File: config.mk
export PLATFORM = sky130hd
export DESIGN_NAME = alu_op_issue
export DESIGN_NICKNAME = d
export VERILOG_FILES = /design/src/rtl/alu_op_issue.sv
export SDC_FILE = /design/constraint.sdc
export NUM_CORES = 1
export LEC_CHECK = 0
export CORE_UTILIZATION = 55
export DETAILED_ROUTE_END_ITERATION = 12
export PLACE_DENSITY = 0.88
export SYNTH_ARGS = -nofsm -noshare
export SYNTH_HDL_FRONTEND = slang
export SYNTH_SLANG_ARGS = --single-unit
File: constraint.sdc
create_clock -name clk -period 3.1 [get_ports clk]
set_input_delay 0.465 -clock clk [delete_from_list [all_inputs] [get_ports clk]]
set_output_delay 0.465 -clock clk [all_outputs]
set_load 0.02 [all_outputs]
File: src/rtl/alu_op_issue.sv
// -----------------------------------------------------------------------------
// alu_op_issue
//
// Issue stage in front of the structural ALU. Incoming {opcode, A, B}
// operations are buffered in a small FIFO and handed to the ALU one at a
// time through a registered output slot.
//
// Handshake rules (both sides): a transfer happens on a rising clock edge
// where valid and ready are both high. A producer holds its payload stable
// while valid is high and ready is low. Ready never depends on the valid of
// the same interface.
//
// The undefined opcode 4'b0101 is accepted but never queued. Instead it is
// counted in a saturating 8-bit counter.
//
// Ports:
//   clk, rst_n       clock, asynchronous active-low reset
//   flush            synchronous clear of queued and presented operations
//   in_valid/ready   upstream handshake
//   in_op/a/b        upstream operation
//   out_valid/ready  ALU-side handshake
//   control          opcode to the ALU decoder (registered)
//   operand_a/b      operands to the ALU units (registered)
//   illegal_count    number of dropped 4'b0101 opcodes, saturating at 255
//   busy             FIFO non-empty or output slot occupied
// -----------------------------------------------------------------------------
module alu_op_issue #(
    parameter int WIDTH = 8,
    parameter int DEPTH = 4
) (
    input  logic             clk,
    input  logic             rst_n,
    input  logic             flush,
    input  logic             in_valid,
    output logic             in_ready,
    input  logic [3:0]       in_op,
    input  logic [WIDTH-1:0] in_a,
    input  logic [WIDTH-1:0] in_b,
    output logic             out_valid,
    input  logic             out_ready,
    output logic [3:0]       control,
    output logic [WIDTH-1:0] operand_a,
    output logic [WIDTH-1:0] operand_b,
    output logic [7:0]       illegal_count,
    output logic             busy
);

    localparam int         AW         = $clog2(DEPTH);
    localparam logic [3:0] OP_ILLEGAL = 4'b0101;
    localparam logic [AW:0] PTR_ONE   = 1;

    // FIFO storage; no reset needed, validity is tracked by the pointers.
    logic [3:0]       r_mem_op [DEPTH];
    logic [WIDTH-1:0] r_mem_a  [DEPTH];
    logic [WIDTH-1:0] r_mem_b  [DEPTH];

    // One extra pointer bit separates the full and empty cases.
    logic [AW:0]      r_wr_ptr;
    logic [AW:0]      r_rd_ptr;

    logic             r_out_valid;
    logic [3:0]       r_control;
    logic [WIDTH-1:0] r_operand_a;
    logic [WIDTH-1:0] r_operand_b;
    logic [7:0]       r_illegal_count;

    logic w_empty;
    logic w_full;
    logic w_in_ready;
    logic w_accept;
    logic w_write;
    logic w_drop;
    logic w_load;

    assign w_empty = (r_wr_ptr == r_rd_ptr);
    assign w_full  = (r_wr_ptr[AW] != r_rd_ptr[AW]) &&
                     (r_wr_ptr[AW-1:0] == r_rd_ptr[AW-1:0]);

    // Full blocks entry even when the output slot is draining this cycle.
    // The freed entry becomes usable one cycle later, which keeps in_ready
    // free of any out_ready path.
    assign w_in_ready = !w_full && !flush;
    assign w_accept   = in_valid && w_in_ready;
    assign w_write    = w_accept && (in_op != OP_ILLEGAL);
    assign w_drop     = w_accept && (in_op == OP_ILLEGAL);

    // Refill the output slot whenever it is free or being consumed.
    assign w_load     = !w_empty && (!r_out_valid || out_ready);

    always_ff @(posedge clk) begin
        if (w_write) begin
            r_mem_op[r_wr_ptr[AW-1:0]] <= in_op;
            r_mem_a[r_wr_ptr[AW-1:0]]  <= in_a;
            r_mem_b[r_wr_ptr[AW-1:0]]  <= in_b;
        end
    end

    always_ff @(posedge clk or negedge rst_n) begin
        if (!rst_n) begin
            r_wr_ptr        <= '0;
            r_rd_ptr        <= '0;
            r_out_valid     <= 1'b0;
            r_control       <= '0;
            r_operand_a     <= '0;
            r_operand_b     <= '0;
            r_illegal_count <= '0;
        end else begin
            // w_drop is already gated by flush through in_ready.
            if (w_drop && (r_illegal_count != 8'hFF)) begin
                r_illegal_count <= r_illegal_count + 8'd1;
            end

            if (flush) begin
                // Payload registers keep their last value on purpose.
                r_wr_ptr    <= '0;
                r_rd_ptr    <= '0;
                r_out_valid <= 1'b0;
            end else begin
                if (w_write) begin
                    r_wr_ptr <= r_wr_ptr + PTR_ONE;
                end
                if (w_load) begin
                    r_rd_ptr    <= r_rd_ptr + PTR_ONE;
                    r_out_valid <= 1'b1;
                    r_control   <= r_mem_op[r_rd_ptr[AW-1:0]];
                    r_operand_a <= r_mem_a[r_rd_ptr[AW-1:0]];
                    r_operand_b <= r_mem_b[r_rd_ptr[AW-1:0]];
                end else if (r_out_valid && out_ready) begin
                    // Consumed with nothing behind it: FIFO must be empty here.
                    r_out_valid <= 1'b0;
                end
            end
        end
    end

    assign in_ready      = w_in_ready;
    assign out_valid     = r_out_valid;
    assign control       = r_control;
    assign operand_a     = r_operand_a;
    assign operand_b     = r_operand_b;
    assign illegal_count = r_illegal_count;
    assign busy          = !w_empty || r_out_valid;

endmodule

==> flow_metrics.env <==
export IMPL_outcome="completed"
export IMPL_diodes=0
export IMPL_cts_hold_buf=0
export IMPL_fp_dieH_um=94.1
export IMPL_synth_common_cells="80 x edfxtp_1, 35 x dfrtp_1, 20 x mux2_4, 20 x mux4_2, 8 x xor2_1"
export IMPL_cts_tree="built"
export IMPL_grt_overflow_total=0
export IMPL_cpPeakStageDelay_ps=530
export IMPL_seq_area_frac_synth=0.703
export IMPL_cpMaxStageDelayCell="clkdlybuf4s50_1"
export IMPL_post_cts_buffers=0
export IMPL_grt_max_degree=36
export IMPL_power_density_mw_per_mm2=902
export IMPL_switching_power_mw=1.47
export IMPL_post_route_min_period_ps=2850
export IMPL_routedWlPerCell_um=22.2
export IMPL_vdd_ir_drop_max_v=0.000643
export IMPL_fin_area_mm2=0.00598
export IMPL_p_int_mw=3.92
export IMPL_syn_area_mm2=0.00466
export IMPL_avgSynthCellArea_um2=19.8
export IMPL_maxSlewViolCount=0
export IMPL_io_pins=56
export IMPL_via_per_inst=5.72
export IMPL_core_area_mm2=0.00822
export IMPL_tightest_slew_ps=859
export IMPL_antenna_found_initial=0
export IMPL_ctsRootBufferMaster="clkbuf_8"
export IMPL_vias=2441
export IMPL_path_cells="xor2_4 -> nor3_2 -> or2b_1 -> clkdlybuf4s50_1"
export IMPL_dpl_cell_area_mm2=0.00536
export IMPL_start_util=0.568
export IMPL_hpwl_um=5320
export IMPL_p_leak_nw=2.20
export IMPL_postSynth_asyncResetShare=0.304
export IMPL_grt_pass1_vias=2617
export IMPL_crit_type="reg2out"
export IMPL_clk_path_buf_depth=2
export IMPL_dieArea_mm2=0.00885
export IMPL_final_nets=340
export IMPL_maxCapViolations=0
export IMPL_drtIter0Drc=146
export IMPL_post_cts_resized=0
export IMPL_setup_viol=0
export IMPL_fillerInstances=484
export IMPL_ys_flop_type="edfxtp_1"
export IMPL_fin_setup_tns_ps=0
export IMPL_p_comb_frac=0.264
export IMPL_final_hold_viol_count=0
export IMPL_swShare=0.272
export IMPL_hold_class="in2async"
export IMPL_critical_path_arrival_ps=2380
export IMPL_synth_cells=236
export IMPL_num_rows=33
export IMPL_dr_pass1_iters=4
export IMPL_pwr_share_seq=0.364
export IMPL_die_x_um=94.1
export IMPL_yosysMostFrequentCell="edfxtp_1"
export IMPL_synth_top_cell_area_share=0.515
export IMPL_yosys_warnings=0
export IMPL_layout_drive_gt1_share=0.289
export IMPL_area_growth_pct=28.1
export IMPL_min_period_over_period=0.918
export IMPL_slew_headroom=0.427
export IMPL_synth_cell_types=40
export IMPL_max_freq_mhz=351
export IMPL_yosys_area_top_type="edfxtp_1"
export IMPL_rsz0062_at_grt="no"
export IMPL_p_clk_frac=0.372
export IMPL_critical_path_buf_inv_count=1
export IMPL_htreeDepth=4
export IMPL_multiInputGateArea_mm2=0.00133
export IMPL_wirelength_um=9460
export IMPL_crit_family="simple AND/OR/NAND/NOR gates"
export IMPL_crit_path_end_kind="primary output"
export IMPL_synth_edf_count=80
export IMPL_required_ps=2630
export IMPL_cp_start_kind="register"
export IMPL_clkTransAtPathRegs_ps=60
export IMPL_fin_worst_skew_ps=11.4
export IMPL_cp_max_fo=6
export IMPL_seqCellArea_mm2=0.00328
export IMPL_postRouteAntennaNets=0
export IMPL_cts_sinks=115
export IMPL_io_buffers=55
export IMPL_power_mw=5.39
export IMPL_ys_ff_latch=115
export IMPL_syn_nets=267
export IMPL_track_usage=0.237
export IMPL_cts_buffers=17
export IMPL_gp_congestion=0.790
export IMPL_drc_errors=0
export IMPL_clkLatencyLatePin_ps=510
export IMPL_yosys_top_cells_area="edfxtp_1 52%, dfrtp_1 19%, mux4_2 9.7%, mux2_4 6.4%, ha_1 1.6%"
export IMPL_grt_pass1_wl_um=14500
layout by cell type, fill, tap and decap left out, types with 2 or more instances in the layout:
master,netlist,routed
bufinv_16,0,4
inv_6,0,3
dfrtp_1,35,35
nor4_1,2,2
clkinv_4,0,3
mux2_2,2,2
xnor2_1,4,4
a31oi_1,2,2
nand2b_1,2,2
clkinvlp_4,0,3
clkdlybuf4s50_1,0,54
clkbuf_16,0,16
nor3_2,2,2
ha_1,6,6
mux4_2,20,20
o21ai_0,2,2
nor2_1,5,5
edfxtp_1,80,80
buf_4,1,8
inv_1,4,4
nor3_1,3,2
nand3_1,5,5
and3_1,3,3
nand2_1,2,2
mux2_4,20,20
xor2_1,8,8
a21oi_1,4,4
clkinv_2,0,2
metal layers:
metal  vias to the layer above  global-route usage  routed length [um]
met2                        84               0.408                5130
met5                         -                   0                   0
met4                         0              0.0667                 102
met1                      1272               0.297                3830
li1                       1073                   -                   -
met3                        12              0.0631                 405
final timing paths:
| check | startpoint | end | slack, ps | cells past startpoint |
|---|---|---|---|---|
| max | r_wr_ptr[1]$_DFFE_PN0P_ | busy | 250 | 4 |
| min | rst_n | illegal_count[3]$_DFFE_PN0P_ | 70 | 1 |
| max reg2reg | r_wr_ptr[2]$_DFFE_PN0P_ | r_mem_op[2][1]$_DFFE_PP_ | 1060 | 4 |
| min reg2reg | operand_a[3]$_DFFE_PN0P_ | operand_a[3]$_DFFE_PN0P_ | 510 | 1 |
| max in group asynchronous | rst_n | operand_a[6]$_DFFE_PN0P_ | 2490 | 1 |
| min in group clk | operand_a[3]$_DFFE_PN0P_ | operand_a[3]$_DFFE_PN0P_ | 510 | 1 |
power groups by stage:
stage | logic, mW | clock network (mW) | registers, mW
floorplan | 0.730 | 0 | 2.15
global placement | 1.38 | 0 | 1.97
detailed placement | 1.41 | 0 | 1.98
CTS | 1.44 | 2.03 | 1.96
global route | 1.50 | 2.09 | 1.98
finish | 1.43 | 2.01 | 1.96
metrics by stage:
step | hold WS [ps] | util | instances | setup slack [ps]
global route | 139 | 0.727 | 427 | 156
floorplan | 169 | - | 236 | 207
finish | 68.8 | 0.727 | 427 | 253
global placement | 494 | 0.652 | 395 | 651
detailed placement | 492 | 0.652 | 395 | 616
CTS | 77.8 | 0.727 | 427 | 216
cells by family after synthesis:
kind of cell             share of synthesized area
multiplexers                                 0.168
buffers and inverters                       0.0153
adder cells (fa/ha/maj)                     0.0161
AND/OR/NAND/NOR                             0.0429
AO/OA/AOI/OAI                               0.0231
XOR/XNOR                                    0.0319
flip-flops                                   0.703
layout make-up:
cell class,instances,share of cell area
sequential,115,0.549
multi-input combinational,108,0.222
timing repair buffer,63,0.101
clock buffer,17,0.0693
clock inverter,15,0.0343
tap,105,0.0220
inverter,4,0.00251
flip-flops by register name, summed over array words and instances (netlist names):
| register | flops |
|---|---|
| r_wr_ptr | 3 |
| r_mem_b | 32 |
| out_valid | 1 |
| r_mem_a | 32 |
| r_mem_op | 16 |
| r_rd_ptr | 3 |
| control | 4 |
| operand_b | 8 |
| illegal_count | 8 |
| operand_a | 8 |
No activity file was read; power rests on OpenSTA's default activity.
